`config.mk`:
```
export PLATFORM = sky130hd
export DESIGN_NAME = logic_fifo_wr_arbiter
export DESIGN_NICKNAME = d
export VERILOG_FILES = /design/src/rtl/logic_fifo_arb_pkg.sv /design/src/rtl/logic_fifo_wr_arbiter_rr_pick.sv /design/src/rtl/logic_fifo_wr_arbiter.sv
export SDC_FILE = /design/constraint.sdc
export NUM_CORES = 1
export LEC_CHECK = 0
export BUFFER_PORTS_ARGS = -buffer_cell sky130_fd_sc_hd__buf_2
export CAP_MARGIN = 20
export CORE_ASPECT_RATIO = 1.2
export CORE_MARGIN = 8
export CORE_UTILIZATION = 34
export DETAILED_ROUTE_END_ITERATION = 8
export HOLD_SLACK_MARGIN = 0.02
export PLACE_DENSITY_LB_ADDON = 0.12
export SLEW_MARGIN = 30
export SYNTH_ARGS = -nofsm -noshare
export SYNTH_HDL_FRONTEND = slang
export SYNTH_HIERARCHICAL = 1
export SYNTH_SLANG_ARGS = --single-unit
```
`constraint.sdc`:
```
create_clock -name clk -period 2.86 [get_ports clk]
set_input_delay 0.143 -clock clk [delete_from_list [all_inputs] [get_ports clk]]
set_output_delay 0.143 -clock clk [all_outputs]
set_load 0.03 [all_outputs]
```
`src/rtl/logic_fifo_arb_pkg.sv`:
```
// logic_fifo_arb_pkg: shared state encoding, width helper and default sizes for the FIFO write arbiter.
package logic_fifo_arb_pkg;

    localparam int DEF_N_REQ      = 4;
    localparam int DEF_DATA_WIDTH = 9;

    typedef enum logic {
        IDLE  = 1'b0,
        GRANT = 1'b1
    } state_t;

    // Ceiling log2, used to size the grant index from the requester count
    function automatic int clog2(input int n);
        int r;
        r = 0;
        while ((1 << r) < n) r++;
        return r;
    endfunction

endpackage

```
`src/rtl/logic_fifo_wr_arbiter_rr_pick.sv`:
```
// rr_pick: combinational round-robin picker returning the first eligible requester at or after start.
module rr_pick
    import logic_fifo_arb_pkg::*;
#(
    parameter int N_REQ = DEF_N_REQ,
    parameter int ID_W  = clog2(N_REQ)
) (
    input  logic [N_REQ-1:0] req,
    input  logic [ID_W-1:0]  start,
    input  logic [N_REQ-1:0] excl,
    output logic [ID_W-1:0]  winner,
    output logic             found
);
    logic [N_REQ-1:0]   avail;
    logic [2*N_REQ-1:0] rot;

    assign avail = req & ~excl;
    assign rot   = {avail, avail} >> start;

    // Lowest set bit of the rotated view is the nearest requester after start; the
    // modulo keeps the index in range for non-power-of-two counts
    always_comb begin
        winner = '0;
        found  = 1'b0;
        for (int k = N_REQ - 1; k >= 0; k--) begin
            if (rot[k]) begin
                winner = ID_W'((int'(start) + k) % N_REQ);
                found  = 1'b1;
            end
        end
    end

endmodule

```
`src/rtl/logic_fifo_wr_arbiter.sv`:
```
// logic_fifo_wr_arbiter: round-robin arbiter sharing one FIFO write port among N_REQ valid/ready streams.
// Define LOGIC_FIFO_ARB_BURST_LOCK_EN to hold a grant until the requester's req_last beat is accepted.
module logic_fifo_wr_arbiter
    import logic_fifo_arb_pkg::*;
#(
    parameter int N_REQ      = DEF_N_REQ,
    parameter int DATA_WIDTH = DEF_DATA_WIDTH,
    parameter int ID_W       = clog2(N_REQ)
) (
    input  logic                        clk,
    input  logic                        rst,
    input  logic [N_REQ-1:0]            req_valid,
    input  logic [N_REQ*DATA_WIDTH-1:0] req_data,
    input  logic [N_REQ-1:0]            req_last,
    output logic [N_REQ-1:0]            req_ready,
    output logic [DATA_WIDTH-1:0]       fifo_di,
    output logic                        fifo_we,
    input  logic                        fifo_full,
    input  logic                        fifo_afull,
    output logic [ID_W-1:0]             grant_id,
    output logic                        grant_vld
);
`ifdef LOGIC_FIFO_ARB_BURST_LOCK_EN
    localparam bit BURST_LOCK = 1'b1;
`else
    localparam bit BURST_LOCK = 1'b0;
`endif

    state_t                state, state_nxt;
    logic [ID_W-1:0]       last_grant, last_nxt, grant_nxt, base, start, winner;
    logic [N_REQ-1:0]      gnt_oh, excl;
    logic [DATA_WIDTH-1:0] sel_data;
    logic                  stall, sel_valid, accept, rearb, found;

    assign stall     = fifo_afull | fifo_full;
    assign sel_valid = |(req_valid & gnt_oh);
    assign accept    = (state == GRANT) & sel_valid & ~stall;
    assign req_ready = accept ? gnt_oh : '0;
    assign grant_vld = (state == GRANT);
    assign rearb     = !BURST_LOCK || |(req_last & gnt_oh);

    // From IDLE the search follows last_grant; on an accept the granted index becomes last_grant
    assign base  = (state == GRANT) ? grant_id : last_grant;
    assign start = (base == ID_W'(N_REQ - 1)) ? '0 : base + 1'b1;
    // The current holder competes again only when nobody else is waiting
    assign excl  = ((state == GRANT) && |(req_valid & ~gnt_oh)) ? gnt_oh : '0;

    rr_pick #(
        .N_REQ (N_REQ),
        .ID_W  (ID_W)
    ) u_pick (
        .req    (req_valid),
        .start  (start),
        .excl   (excl),
        .winner (winner),
        .found  (found)
    );

    // Decode the held grant into a one-hot mask and select its data word
    always_comb begin
        gnt_oh   = '0;
        sel_data = '0;
        for (int k = 0; k < N_REQ; k++) begin
            if (grant_id == ID_W'(k)) begin
                gnt_oh[k] = 1'b1;
                sel_data  = req_data[k*DATA_WIDTH +: DATA_WIDTH];
            end
        end
    end

    // Next grant: start from IDLE, re-arbitrate on accept, release when the holder goes away
    always_comb begin
        state_nxt = state;
        grant_nxt = grant_id;
        last_nxt  = last_grant;
        if (state == IDLE) begin
            if (|req_valid && !stall) begin
                state_nxt = GRANT;
                grant_nxt = winner;
            end
        end else if (accept) begin
            last_nxt = grant_id;
            if (rearb) begin
                state_nxt = found ? GRANT : IDLE;
                grant_nxt = found ? winner : grant_id;
            end
        end else if (!stall && !sel_valid && !BURST_LOCK) begin
            state_nxt = IDLE;
        end
    end

    // Grant state and round-robin pointer
    always_ff @(posedge clk or posedge rst) begin
        if (rst) begin
            state      <= IDLE;
            grant_id   <= '0;
            last_grant <= ID_W'(N_REQ - 1);
        end else begin
            state      <= state_nxt;
            grant_id   <= grant_nxt;
            last_grant <= last_nxt;
        end
    end

    // Registered FIFO write port; data holds between writes
    always_ff @(posedge clk or posedge rst) begin
        if (rst) begin
            fifo_we <= 1'b0;
            fifo_di <= '0;
        end else begin
            fifo_we <= accept;
            if (accept) fifo_di <= sel_data;
        end
    end

endmodule

```
==> run_summary.xml, run 1 <==
<?xml version="1.0" encoding="UTF-8"?>
<metrics>
  <group name="global_routing">
    <metric name="grt_util_overall" unit="%">11.0</metric>
    <metric name="grt_start_max_net_pins" unit="">21</metric>
    <metric name="grt.met1_usage" unit="%">11.8</metric>
    <metric name="first_global_vias" unit="">1035</metric>
    <metric name="global_route_track_usage_on_met3" unit="%">3.33</metric>
    <metric name="antenna_found_initial" unit="">0</metric>
    <metric name="grt-busiest-layer" unit="">met2</metric>
    <metric name="grt_overflow" unit="">0</metric>
    <metric name="globalRouteMet2Util" unit="%">19.5</metric>
    <metric name="wire_length_of_the_first_global_routing_pass" unit="um">5040</metric>
  </group>
  <group name="setup_path">
    <metric name="arrival" unit="ps">2530</metric>
    <metric name="timing.critical_path.from" unit="">grant_id[0]</metric>
    <metric name="path_max_fanout" unit="">4</metric>
    <metric name="worst_ep_required_time" unit="ps">2980</metric>
    <metric name="timing_worst_setup_path_type" unit="">flip-flop to flip-flop</metric>
    <metric name="r2r_start" unit="">grant_id[0]</metric>
    <metric name="crit_path_end_kind" unit="">flip-flop</metric>
    <metric name="critical_path.startpoint_type" unit="">flip-flop</metric>
  </group>
  <group name="clock_network">
    <metric name="ctsHtreeMaxLevel" unit="">1</metric>
    <metric name="clkTransAtPathRegs" unit="ps">60</metric>
    <metric name="clock_path_buffers" unit="">2</metric>
    <metric name="clock_insertion_delay_at_the_later_pin_of_the_skew_report" unit="ps">240</metric>
    <metric name="clock_sinks" unit="">15</metric>
    <metric name="cts_made_buffers" unit="">3</metric>
    <metric name="number_of_gates_given_a_new_drive_strength_after_cts" unit="">0</metric>
    <metric name="cts.root.buffer_cell" unit="">sky130_fd_sc_hd__clkbuf_8</metric>
    <metric name="cts_tree" unit="">built</metric>
  </group>
  <group name="floorplan">
    <metric name="design.core.area" unit="mm^2">0.00331</metric>
    <metric name="fp.dieH" unit="um">80.3</metric>
    <metric name="floorplan.initialDensity" unit="%">35.4</metric>
    <metric name="die_w" unit="um">69.6</metric>
    <metric name="design.portCount" unit="">65</metric>
    <metric name="placement_rows" unit="">23</metric>
    <metric name="design.die.area" unit="mm^2">0.00559</metric>
  </group>
  <group name="job">
    <metric name="number_of_violations_of_the_max_capacitance_limit" unit="">0</metric>
  </group>
  <group name="sta">
    <metric name="max_freq" unit="MHz">416</metric>
    <metric name="fin_ws" unit="ps">455</metric>
    <metric name="setup-tns-final" unit="ps">0</metric>
    <metric name="timing_hold_violations_final" unit="">0</metric>
    <metric name="clock_skew" unit="ps">2.24</metric>
    <metric name="slew_headroom" unit="%">62.8</metric>
    <metric name="timing_worst_slew_pin_value" unit="ps">558</metric>
    <metric name="timing.final.crit_period" unit="ps">2410</metric>
    <metric name="final_max_tran_viols" unit="">0</metric>
    <metric name="finalHoldWorstSlack" unit="ps">274</metric>
    <metric name="setup_repair_after_global_routing_missed_its_margin" unit="">no</metric>
    <metric name="fin_crit_sh" unit="%">84.1</metric>
    <metric name="final_setup_violations" unit="">0</metric>
  </group>
  <group name="logic_synthesis">
    <metric name="ys_ff_latch" unit="">15</metric>
    <metric name="syn_inst" unit="">91</metric>
    <metric name="synthXorXnorAreaFrac" unit="%">0</metric>
    <metric name="netlist_area" unit="mm^2">0.00117</metric>
    <metric name="synth.distinct_cells" unit="">32</metric>
    <metric name="syn-mean-instance-area" unit="um^2">12.9</metric>
    <metric name="synth-async-reset-ratio" unit="%">100</metric>
    <metric name="post_synth_mux_area_share" unit="%">36.2</metric>
    <metric name="synthesis.nets" unit="">140</metric>
    <metric name="post_synth_fa_ha_maj_area_fraction" unit="%">1.07</metric>
    <metric name="synth_simple_gate_area_share" unit="%">13.2</metric>
    <metric name="synth_enable_flop_cells" unit="">0</metric>
    <metric name="synth-compound-area-share" unit="%">9.71</metric>
    <metric name="combinational_family_with_the_most_area_after_synthesis" unit="">multiplexers</metric>
    <metric name="synth-warning-count" unit="">6</metric>
    <metric name="postSynth.topFlopCell" unit="">sky130_fd_sc_hd__dfrtp_1</metric>
    <metric name="synth.yosys.seq_area_share" unit="%">32.2</metric>
  </group>
  <group name="layout">
    <metric name="synthToLayoutAreaGrowth" unit="%">29.9</metric>
    <metric name="final_core_util" unit="%">46.0</metric>
    <metric name="layout-drive-gt1-share" unit="%">65.4</metric>
    <metric name="finish.net_count" unit="">203</metric>
    <metric name="antenna-diode-count" unit="">0</metric>
  </group>
  <group name="min_path">
    <metric name="worst_hold_path_type" unit="">input port to flip-flop</metric>
    <metric name="min-delay-start" unit="">fifo_afull</metric>
  </group>
  <group name="placed_design">
    <metric name="port_buffers" unit="">60</metric>
    <metric name="place.detailed.hpwl" unit="um">2510</metric>
    <metric name="finalWeightedCongestion" unit="">0.830</metric>
    <metric name="post-place-ws" unit="ps">465</metric>
  </group>
  <group name="power">
    <metric name="switching_share" unit="%">44.2</metric>
    <metric name="p_leak" unit="nW">0.731</metric>
    <metric name="netSwitchingPower" unit="mW">0.717</metric>
    <metric name="irDropWorstVdd" unit="V">0.000500</metric>
    <metric name="power_share_of_the_combinational_group" unit="%">65.3</metric>
    <metric name="seq_power_share" unit="%">24.5</metric>
    <metric name="internal_cell_power" unit="mW">0.905</metric>
    <metric name="totalPowerFinal" unit="mW">1.62</metric>
    <metric name="p_per_area" unit="mW/mm^2">1060</metric>
    <metric name="power.clock.fraction" unit="%">10.1</metric>
  </group>
  <group name="drt">
    <metric name="dr.first_iter.drc_count" unit="">26</metric>
    <metric name="drc_errors" unit="">0</metric>
    <metric name="drt_pre_antenna_iters" unit="">4</metric>
    <metric name="detail_route.wl_per_cell" unit="um">16.4</metric>
    <metric name="postRouteWirelength" unit="um">3120</metric>
    <metric name="antenna_violating_nets_remaining" unit="">0</metric>
    <metric name="vias" unit="">965</metric>
    <metric name="post_drt_via_cell_ratio" unit="">5.08</metric>
  </group>
  <group name="outcome">
    <metric name="run_status" unit="">complete, no violations</metric>
  </group>
</metrics>
==> per-layer routing <==
layer  wire [um]  vias up
met5           0        -
met1        1230      456
li1            -      469
met4          36        0
met2        1630       38
met3         223        2
==> cell type report <==
cell class	count	area, um^2
Clock buffer	4	45.0
Fill cell	316	1790
Inverter	4	15.0
Multi-Input combinational cell	66	706
Sequential cell	15	378
Tap cell	37	46.3
Timing Repair Buffer	64	333
==> power by group through the flow <==
stage          Combinational [mW]  Clock [mW]  Sequential (mW)
2_1_floorplan               0.714           0            0.559
3_3_place_gp                 1.05           0            0.395
3_5_place_dp                 1.07           0            0.399
4_1_cts                      1.07       0.173            0.397
5_1_grt                      1.14       0.183            0.414
6_report                     1.06       0.164            0.398
==> cell usage in the layout (no fill, tap or decap), types with 2 or more instances in the layout <==
cell and instances:
sky130_fd_sc_hd__a21oi_1 2, sky130_fd_sc_hd__nor2_1 10, sky130_fd_sc_hd__o21bai_1 2, sky130_fd_sc_hd__nand2_1 2, sky130_fd_sc_hd__mux4_2 10, sky130_fd_sc_hd__inv_1 4, sky130_fd_sc_hd__buf_4 3, sky130_fd_sc_hd__mux2_1 2
sky130_fd_sc_hd__dfstp_2 2, sky130_fd_sc_hd__o221ai_1 2, sky130_fd_sc_hd__mux2_2 9, sky130_fd_sc_hd__dfrtp_1 13, sky130_fd_sc_hd__buf_2 60, sky130_fd_sc_hd__clkbuf_8 3, sky130_fd_sc_hd__nor3_1 3, sky130_fd_sc_hd__mux2_4 5
sky130_fd_sc_hd__nand2b_1 4
==> worst paths after layout <==
| path | endpoint | slack (ps) | depth (start not counted) |
|---|---|---|---|
| max | grant_id[1] | 450 | 10 |
| min | grant_vld | 270 | 3 |
| max reg2reg | grant_id[1] | 450 | 10 |
| min reg2reg | fifo_di[6] | 500 | 1 |
| max in group asynchronous | last_grant[1] | 2000 | 3 |
| min in group asynchronous | fifo_di[8] | 490 | 3 |
==> Yosys cell counts, drive strengths merged (2+ instances only) <==
cell / instances / area share, %
mux2: 16 / 17
dfrtp: 13 / 28
mux4: 10 / 19
nor2: 10 / 3.2
buf: 5 / 5.1
nand2b: 5 / 3.3
inv: 4 / 1.3
a21oi: 3 / 1.6
nand2: 3 / 1.2
nor3: 3 / 1.3
dfstp: 2 / 4.5
nand3: 2 / 1.9
nor2b: 2 / 1.7
o21bai: 2 / 1.3
o221ai: 2 / 1.5
==> cell families (layout without fill, tap and decap cells) <==
logic type | after synthesis | count (layout)
AO/OA/AOI/OAI | 13 | 13
adder cells (fa/ha/maj) | 1 | 1
buffers and inverters | 10 | 72
flip-flops | 15 | 15
multiplexers | 26 | 26
AND/OR/NAND/NOR | 26 | 26
==> flip-flops by register name (all words and copies together), names as in the netlist <==
name,flops
fifo_di,9
grant_vld,1
grant_id,2
fifo_we,1
last_grant,2
==> critical path, cell delays in order, from the launching register on <==
cell                       delay, ps
sky130_fd_sc_hd__dfrtp_1         400
sky130_fd_sc_hd__mux2_2          350
sky130_fd_sc_hd__o32a_1          170
sky130_fd_sc_hd__o211ai_1        300
sky130_fd_sc_hd__nor2_1           90
sky130_fd_sc_hd__nor2b_1         210
sky130_fd_sc_hd__nor2_1           90
sky130_fd_sc_hd__nand3_1          90
sky130_fd_sc_hd__nand2_2          60
sky130_fd_sc_hd__a21oi_2         190
sky130_fd_sc_hd__mux2_1          340
==> timing repair <==
item                      CTS  global route
buffers inserted            0             0
hold endpoints to repair   13             0
hold buffers                1             0
==> metrics by stage <==
step,area [um^2],std cells
after floorplan,1170,91
after global placement,1470,185
after detailed placement,1470,185
after CTS,1520,190
after global routing,1520,190
final,1520,190
(Power assumes the default switching activity.)
==> run 2: changes to the inputs <==
--- a/config.mk
+++ b/config.mk
@@ -5,6 +5,7 @@
 export SDC_FILE = /design/constraint.sdc
 export NUM_CORES = 1
 export LEC_CHECK = 0
+export ABC_AREA = 1
 export BUFFER_PORTS_ARGS = -buffer_cell sky130_fd_sc_hd__buf_2
 export CAP_MARGIN = 20
 export CORE_ASPECT_RATIO = 1.2
==> constraint.sdc (replaced) <==
create_clock -name clk -period 2.5 [get_ports clk]
set_input_delay 0.125 -clock clk [delete_from_list [all_inputs] [get_ports clk]]
set_output_delay 0.125 -clock clk [all_outputs]
set_load 0.03 [all_outputs]
==> run_summary.xml, run 2 <==
<?xml version="1.0" encoding="UTF-8"?>
<metrics>
  <group name="outcome">
    <metric name="run_status" unit="">complete, no violations</metric>
  </group>
  <group name="layout">
    <metric name="finish.instance_area" unit="mm^2">0.00166</metric>
    <metric name="largestRegisters" unit="">fifo_di: 9 flops, grant_id: 2 flops, last_grant: 2 flops</metric>
    <metric name="most_frequent_cells_in_the_layout" unit="">sky130_fd_sc_hd__nand2_1 (62), sky130_fd_sc_hd__buf_2 (60), sky130_fd_sc_hd__nand3_1 (24), sky130_fd_sc_hd__nor2_1 (14), sky130_fd_sc_hd__dfrtp_1 (13)</metric>
    <metric name="synthToLayoutAreaGrowth" unit="%">33.6</metric>
    <metric name="sequential_cell_area" unit="um^2">378</metric>
    <metric name="filler_instances" unit="">389</metric>
    <metric name="largest-register" unit="">fifo_di</metric>
    <metric name="largest_register_ffs" unit="">9</metric>
    <metric name="antenna-diode-count" unit="">0</metric>
    <metric name="finish.net_count" unit="">313</metric>
    <metric name="area_used_by_multi_input_combinational_logic" unit="um^2">718</metric>
    <metric name="layout-drive-gt1-share" unit="%">38.8</metric>
    <metric name="mostFrequentLayoutCell" unit="">sky130_fd_sc_hd__nand2_1</metric>
    <metric name="final_core_util" unit="%">46.4</metric>
  </group>
  <group name="setup_path">
    <metric name="timing.critical_path.cells" unit="">clkinv_1 &gt; nand2_1 &gt; o21ai_0 &gt; ha_1 &gt; nor2_1 &gt; buf_4 &gt; inv_6 &gt; nand3_2 &gt; nand2_2 &gt; nor2_1 &gt; nand2_1 &gt; nand3_1 &gt; nand2_1 &gt; nand2_1 &gt; nand2_1</metric>
    <metric name="path_max_fanout" unit="">9</metric>
    <metric name="critPathTopFamily" unit="">simple AND/OR/NAND/NOR gates</metric>
    <metric name="critical_path.startpoint_type" unit="">flip-flop</metric>
    <metric name="r2r_start" unit="">grant_vld</metric>
    <metric name="crit_path_end_kind" unit="">flip-flop</metric>
    <metric name="timing_worst_setup_path_type" unit="">flip-flop to flip-flop</metric>
    <metric name="critical_register_to_register_path_endpoint" unit="">grant_id[0]</metric>
    <metric name="most_common_cell_type_on_the_critical_path" unit="">sky130_fd_sc_hd__nand2_1</metric>
    <metric name="r2r_setup_slack" unit="ps">280</metric>
    <metric name="r2r_cells" unit="">15</metric>
    <metric name="critPathMaxStageDelay" unit="ps">390</metric>
    <metric name="critical-path-slowest-cell" unit="">sky130_fd_sc_hd__dfrtp_1</metric>
    <metric name="worst_ep_required_time" unit="ps">2640</metric>
    <metric name="cp.buffers_inverters" unit="">3</metric>
    <metric name="arrival" unit="ps">2360</metric>
  </group>
  <group name="sta">
    <metric name="timing.final.crit_period" unit="ps">2220</metric>
    <metric name="slew_headroom" unit="%">62.4</metric>
    <metric name="timing_worst_slew_pin_value" unit="ps">563</metric>
    <metric name="max_freq" unit="MHz">450</metric>
    <metric name="final_setup_violations" unit="">0</metric>
    <metric name="clock_skew" unit="ps">3.01</metric>
    <metric name="timing_hold_violations_final" unit="">0</metric>
    <metric name="setup_repair_after_global_routing_missed_its_margin" unit="">no</metric>
    <metric name="final_max_tran_viols" unit="">0</metric>
    <metric name="fin_crit_sh" unit="%">88.8</metric>
    <metric name="setup-tns-final" unit="ps">0</metric>
    <metric name="fin_ws" unit="ps">280</metric>
  </group>
  <group name="floorplan">
    <metric name="placement_rows" unit="">24</metric>
    <metric name="design.core.area" unit="mm^2">0.00357</metric>
    <metric name="fp.dieH" unit="um">82.2</metric>
    <metric name="die_w" unit="um">71.1</metric>
    <metric name="design.portCount" unit="">65</metric>
    <metric name="design.die.area" unit="mm^2">0.00584</metric>
    <metric name="floorplan.initialDensity" unit="%">34.7</metric>
  </group>
  <group name="global_routing">
    <metric name="first_global_vias" unit="">1432</metric>
    <metric name="grt_overflow" unit="">0</metric>
    <metric name="wire_length_of_the_first_global_routing_pass" unit="um">6400</metric>
    <metric name="grt_util_overall" unit="%">13.4</metric>
    <metric name="grt_start_max_net_pins" unit="">18</metric>
    <metric name="antenna_found_initial" unit="">0</metric>
  </group>
  <group name="drt">
    <metric name="post_drt_via_cell_ratio" unit="">4.76</metric>
    <metric name="drc_errors" unit="">0</metric>
    <metric name="detail_route.wl_per_cell" unit="um">11.9</metric>
    <metric name="antenna_violating_nets_remaining" unit="">0</metric>
    <metric name="dr.first_iter.drc_count" unit="">60</metric>
    <metric name="drt_pre_antenna_iters" unit="">5</metric>
    <metric name="vias" unit="">1438</metric>
    <metric name="postRouteWirelength" unit="um">3590</metric>
  </group>
  <group name="logic_synthesis">
    <metric name="syn-mean-instance-area" unit="um^2">6.33</metric>
    <metric name="yosysTopAreaCell" unit="">sky130_fd_sc_hd__dfrtp_1</metric>
    <metric name="netlist_area" unit="mm^2">0.00124</metric>
    <metric name="synthesis.nets" unit="">245</metric>
    <metric name="synth_top_cells_by_count" unit="">sky130_fd_sc_hd__nand2_1 (62), sky130_fd_sc_hd__nand3_1 (24), sky130_fd_sc_hd__nor2_1 (14), sky130_fd_sc_hd__dfrtp_1 (13), sky130_fd_sc_hd__o21ai_1 (12)</metric>
    <metric name="synth_enable_flop_cells" unit="">0</metric>
    <metric name="synth-async-reset-ratio" unit="%">100</metric>
    <metric name="synth.yosys.seq_area_share" unit="%">30.5</metric>
    <metric name="synth_top_area_share" unit="%">26.2</metric>
    <metric name="ys_ff_latch" unit="">15</metric>
    <metric name="synth.distinct_cells" unit="">21</metric>
    <metric name="synthMostInstantiatedCell" unit="">sky130_fd_sc_hd__nand2_1</metric>
    <metric name="postSynth.topFlopCell" unit="">sky130_fd_sc_hd__dfrtp_1</metric>
    <metric name="syn_inst" unit="">196</metric>
    <metric name="synth_area_leaders" unit="">sky130_fd_sc_hd__dfrtp_1 (26%), sky130_fd_sc_hd__nand2_1 (19%), sky130_fd_sc_hd__nand3_1 (9.7%)</metric>
    <metric name="synth-warning-count" unit="">6</metric>
  </group>
  <group name="clock_network">
    <metric name="clock_sinks" unit="">15</metric>
    <metric name="clock_path_buffers" unit="">2</metric>
    <metric name="ctsHtreeMaxLevel" unit="">1</metric>
    <metric name="clock_insertion_delay_at_the_later_pin_of_the_skew_report" unit="ps">240</metric>
    <metric name="cts.root.buffer_cell" unit="">sky130_fd_sc_hd__clkbuf_8</metric>
    <metric name="cts_post_setup_buffers_inserted" unit="">0</metric>
    <metric name="clkTransAtPathRegs" unit="ps">60</metric>
    <metric name="cts_made_buffers" unit="">3</metric>
    <metric name="cts_tree" unit="">built</metric>
  </group>
  <group name="min_path">
    <metric name="min-delay-start" unit="">req_data[27]</metric>
    <metric name="hold_depth" unit="">3</metric>
    <metric name="whs_endpoint" unit="">fifo_di[0]</metric>
    <metric name="worst_hold_path_type" unit="">input port to flip-flop</metric>
  </group>
  <group name="placed_design">
    <metric name="port_buffers" unit="">60</metric>
    <metric name="finalWeightedCongestion" unit="">0.760</metric>
    <metric name="post-place-ws" unit="ps">314</metric>
    <metric name="post_dp_cell_area" unit="mm^2">0.00160</metric>
    <metric name="place.detailed.hpwl" unit="um">3050</metric>
  </group>
  <group name="power">
    <metric name="p_per_area" unit="mW/mm^2">1360</metric>
    <metric name="p_leak" unit="nW">0.937</metric>
    <metric name="irDropWorstVdd" unit="V">0.000727</metric>
  </group>
  <group name="job">
    <metric name="number_of_violations_of_the_max_capacitance_limit" unit="">0</metric>
  </group>
</metrics>
[run 2: cell count changes in the layout (fill, tap and decap cells not counted), sizes merged, moves of 4 or more]
cell,change
a21oi,+8
buf,+5
inv,+19
mux2,-16
mux4,-10
nand2,+69
nand2b,-5
nand3,+28
nor2,+4
o21ai,+14
[run 2: logic make-up after synthesis]
group	Yosys count	synth area share (%)
simple gates	121	44.7
xor+xnor	1	0.706
buf+inv	30	11.6
compound gates	28	11.5
fa+ha+maj	1	1.01
flops	15	30.5
[run 2: worst min-delay path: stages]
cell and delay, ps:
sky130_fd_sc_hd__buf_2 70, sky130_fd_sc_hd__a21oi_1 50, sky130_fd_sc_hd__o21ai_1 100
[run 2: how the worst max path moves through the flow]
stage          startpoint     endpoint  slack [ps]  cells after the start
2_1_floorplan   grant_vld  grant_id[1]         320                     15
3_3_place_gp    grant_vld  grant_id[1]         310                     15
3_5_place_dp    grant_vld  grant_id[0]         310                     15
4_1_cts         grant_vld  grant_id[0]         280                     15
5_1_grt         grant_vld  grant_id[1]          20                     15
6_report        grant_vld  grant_id[0]         280                     15
[run 2: through the flow]
stage	power, mW	hold WS, ps	instances
floorplan	1.70	25.0	196
global placement	2.09	209	297
detailed placement	2.09	228	297
CTS	2.29	139	302
global route	2.53	134	302
finish	2.26	141	302
[run 2: repair_timing]
item,CTS,global route
endpoints found under the hold margin,13,0
resized for setup,0,0
hold buffers,1,0
[run 2: area by class of cell]
| cell class | instances | area share [%] |
|---|---|---|
| clock buffer | 3 | 2.49 |
| clock inverter | 1 | 0.302 |
| inverter | 24 | 5.74 |
| multi-input combinational | 151 | 43.4 |
| sequential | 15 | 22.8 |
| tap | 39 | 2.95 |
| timing repair buffer | 69 | 22.4 |
[run 2: metal layers]
layer  global-route usage [%]  vias to the layer above  share of wire (%)
met1                     15.1                      635                 44
li1                         -                      763                  -
met2                     24.5                       38                 50
met4                     5.00                        0               0.92
met3                     2.66                        2                5.1
met5                        0                        -                  0
[run 2: power by group]
| group | switching, mW | total (mW) | internal, mW | leakage, nW |
|---|---|---|---|---|
| Combinational | 1.04 | 1.63 | 0.584 | 0.727 |
| Clock | 0.0824 | 0.193 | 0.110 | 0.0255 |
| Sequential | 0.0806 | 0.438 | 0.357 | 0.185 |
| Total | 1.21 | 2.26 | 1.05 | 0.937 |
==> run 3: changes to the inputs <==
--- a/config.mk
+++ b/config.mk
@@ -13,6 +13,7 @@
 export CORE_UTILIZATION = 34
 export DETAILED_ROUTE_END_ITERATION = 8
 export HOLD_SLACK_MARGIN = 0.02
+export MAX_ROUTING_LAYER = met4
 export PLACE_DENSITY_LB_ADDON = 0.12
 export SLEW_MARGIN = 30
 export SYNTH_ARGS = -nofsm -noshare
==> run_summary.xml, run 3 (same netlist as run 2, synthesis figures left out) <==
<?xml version="1.0" encoding="UTF-8"?>
<metrics>
  <group name="outcome">
    <metric name="run_status" unit="">complete, no violations</metric>
  </group>
  <group name="setup_path">
    <metric name="worst_ep_required_time" unit="ps">2640</metric>
    <metric name="arrival" unit="ps">2360</metric>
    <metric name="critical_path.startpoint_type" unit="">flip-flop</metric>
    <metric name="crit_path_end_kind" unit="">flip-flop</metric>
    <metric name="path_max_fanout" unit="">9</metric>
    <metric name="timing_worst_setup_path_type" unit="">flip-flop to flip-flop</metric>
  </group>
  <group name="global_routing">
    <metric name="antenna_found_initial" unit="">0</metric>
    <metric name="grt_util_overall" unit="%">13.8</metric>
    <metric name="wire_length_of_the_first_global_routing_pass" unit="um">6380</metric>
    <metric name="grt_overflow" unit="">0</metric>
    <metric name="grt_start_max_net_pins" unit="">18</metric>
    <metric name="first_global_vias" unit="">1434</metric>
  </group>
  <group name="floorplan">
    <metric name="design.core.area" unit="mm^2">0.00357</metric>
    <metric name="placement_rows" unit="">24</metric>
    <metric name="design.die.area" unit="mm^2">0.00584</metric>
    <metric name="design.portCount" unit="">65</metric>
    <metric name="die_w" unit="um">71.1</metric>
    <metric name="floorplan.initialDensity" unit="%">34.7</metric>
    <metric name="fp.dieH" unit="um">82.2</metric>
  </group>
  <group name="clock_network">
    <metric name="ctsHtreeMaxLevel" unit="">1</metric>
    <metric name="clock_path_buffers" unit="">2</metric>
    <metric name="clock_sinks" unit="">15</metric>
    <metric name="clock_insertion_delay_at_the_later_pin_of_the_skew_report" unit="ps">240</metric>
    <metric name="cts.root.buffer_cell" unit="">sky130_fd_sc_hd__clkbuf_8</metric>
    <metric name="cts_tree" unit="">built</metric>
    <metric name="cts_made_buffers" unit="">3</metric>
    <metric name="clkTransAtPathRegs" unit="ps">60</metric>
  </group>
  <group name="drt">
    <metric name="drt_pre_antenna_iters" unit="">4</metric>
    <metric name="vias" unit="">1440</metric>
    <metric name="post_drt_via_cell_ratio" unit="">4.77</metric>
    <metric name="drc_errors" unit="">0</metric>
    <metric name="dr.first_iter.drc_count" unit="">58</metric>
    <metric name="detail_route.wl_per_cell" unit="um">11.8</metric>
    <metric name="antenna_violating_nets_remaining" unit="">0</metric>
    <metric name="postRouteWirelength" unit="um">3580</metric>
  </group>
  <group name="power">
    <metric name="p_leak" unit="nW">0.937</metric>
    <metric name="p_per_area" unit="mW/mm^2">1360</metric>
    <metric name="power.clock.fraction" unit="%">8.5</metric>
    <metric name="irDropWorstVdd" unit="V">0.000730</metric>
    <metric name="internal_cell_power" unit="mW">1.05</metric>
    <metric name="power_share_of_the_combinational_group" unit="%">72.1</metric>
    <metric name="switching_share" unit="%">53.4</metric>
    <metric name="seq_power_share" unit="%">19.4</metric>
    <metric name="totalPowerFinal" unit="mW">2.26</metric>
    <metric name="netSwitchingPower" unit="mW">1.21</metric>
  </group>
  <group name="layout">
    <metric name="most_frequent_cells_in_the_layout" unit="">sky130_fd_sc_hd__nand2_1 (62), sky130_fd_sc_hd__buf_2 (60), sky130_fd_sc_hd__nand3_1 (24), sky130_fd_sc_hd__nor2_1 (14), sky130_fd_sc_hd__dfrtp_1 (13)</metric>
    <metric name="synthToLayoutAreaGrowth" unit="%">33.6</metric>
    <metric name="finish.instance_area" unit="mm^2">0.00166</metric>
    <metric name="mostFrequentLayoutCell" unit="">sky130_fd_sc_hd__nand2_1</metric>
    <metric name="largest_register_ffs" unit="">9</metric>
    <metric name="filler_instances" unit="">389</metric>
    <metric name="largest-register" unit="">fifo_di</metric>
    <metric name="layoutNonFillerInstCount" unit="">302</metric>
    <metric name="final_core_util" unit="%">46.4</metric>
    <metric name="finish.net_count" unit="">313</metric>
    <metric name="antenna-diode-count" unit="">0</metric>
    <metric name="largestRegisters" unit="">fifo_di: 9 flops, grant_id: 2 flops, last_grant: 2 flops</metric>
    <metric name="sequential_cell_area" unit="um^2">378</metric>
    <metric name="area_used_by_multi_input_combinational_logic" unit="um^2">718</metric>
    <metric name="layout-drive-gt1-share" unit="%">38.8</metric>
  </group>
  <group name="sta">
    <metric name="timing_worst_slew_pin_value" unit="ps">563</metric>
    <metric name="clock_skew" unit="ps">3.02</metric>
    <metric name="setup-tns-final" unit="ps">0</metric>
    <metric name="fin_crit_sh" unit="%">88.7</metric>
    <metric name="timing_hold_violations_final" unit="">0</metric>
    <metric name="slew_headroom" unit="%">62.4</metric>
    <metric name="max_freq" unit="MHz">451</metric>
    <metric name="final_setup_violations" unit="">0</metric>
    <metric name="fin_ws" unit="ps">283</metric>
    <metric name="timing.final.crit_period" unit="ps">2220</metric>
    <metric name="finalHoldWorstSlack" unit="ps">141</metric>
    <metric name="setup_repair_after_global_routing_missed_its_margin" unit="">no</metric>
    <metric name="final_max_tran_viols" unit="">0</metric>
  </group>
  <group name="placed_design">
    <metric name="post-place-ws" unit="ps">314</metric>
    <metric name="finalWeightedCongestion" unit="">0.770</metric>
    <metric name="port_buffers" unit="">60</metric>
    <metric name="placedCellCount" unit="">297</metric>
    <metric name="place.detailed.hpwl" unit="um">3050</metric>
    <metric name="post_dp_cell_area" unit="mm^2">0.00160</metric>
  </group>
  <group name="job">
    <metric name="number_of_violations_of_the_max_capacitance_limit" unit="">0</metric>
  </group>
  <group name="min_path">
    <metric name="worst_hold_path_type" unit="">input port to flip-flop</metric>
  </group>
</metrics>
## run 3: cell counts in the layout (fill, tap and decap cells not counted)
Identical to the previous run, type by type.
## run 3: final timing paths
path                       cells after the start  slack [ps]            end           from
setup / recovery                              15         280    grant_id[0]      grant_vld
hold / removal                                 3         140     fifo_di[0]   req_data[27]
setup reg to reg                              15         280    grant_id[0]      grant_vld
hold reg to reg                                2         480  last_grant[0]  last_grant[0]
max in group asynchronous                      3        1650     fifo_di[3]            rst
min in group asynchronous                      3         480     fifo_di[8]            rst
## run 3: final cells by class
class                           instances  share of cell area, %
Clock buffer                            3                   2.49
Timing Repair Buffer                   69                   22.4
Sequential cell                        15                   22.8
Tap cell                               39                   2.95
Inverter                               24                   5.74
Clock inverter                          1                  0.302
Multi-Input combinational cell        151                   43.4
## run 3: per-layer routing
layer / vias up / track usage [%] / routed length (um)
met4: 0 / 5.00 / 33
met2: 36 / 24.5 / 1790
met5: - / - / 0
met3: 2 / 2.66 / 175
li1: 761 / - / -
met1: 641 / 15.0 / 1580
## run 3: worst max-delay path, cell delays in order, from the launching register on
cell,delay [ps]
sky130_fd_sc_hd__dfrtp_1,390
sky130_fd_sc_hd__clkinv_1,240
sky130_fd_sc_hd__nand2_1,110
sky130_fd_sc_hd__o21ai_0,110
sky130_fd_sc_hd__ha_1,210
sky130_fd_sc_hd__nor2_1,100
sky130_fd_sc_hd__buf_4,190
sky130_fd_sc_hd__inv_6,60
sky130_fd_sc_hd__nand3_2,80
sky130_fd_sc_hd__nand2_2,60
sky130_fd_sc_hd__nor2_1,130
sky130_fd_sc_hd__nand2_1,90
sky130_fd_sc_hd__nand3_1,130
sky130_fd_sc_hd__nand2_1,80
sky130_fd_sc_hd__nand2_1,60
sky130_fd_sc_hd__nand2_1,40
## run 3: repair_timing
action	in CTS	in global routing
hold endpoints to repair	13	0
hold buffers	1	0
resized for setup	0	0
setup buffers	0	0
## run 3: power by group through the flow
stage / Clock (mW) / Sequential (mW) / Combinational (mW)
finish: 0.193 / 0.438 / 1.63
global route: 0.217 / 0.455 / 1.86
CTS: 0.202 / 0.438 / 1.65
detailed placement: 0 / 0.439 / 1.65
global placement: 0 / 0.439 / 1.65
floorplan: 0 / 0.606 / 1.09
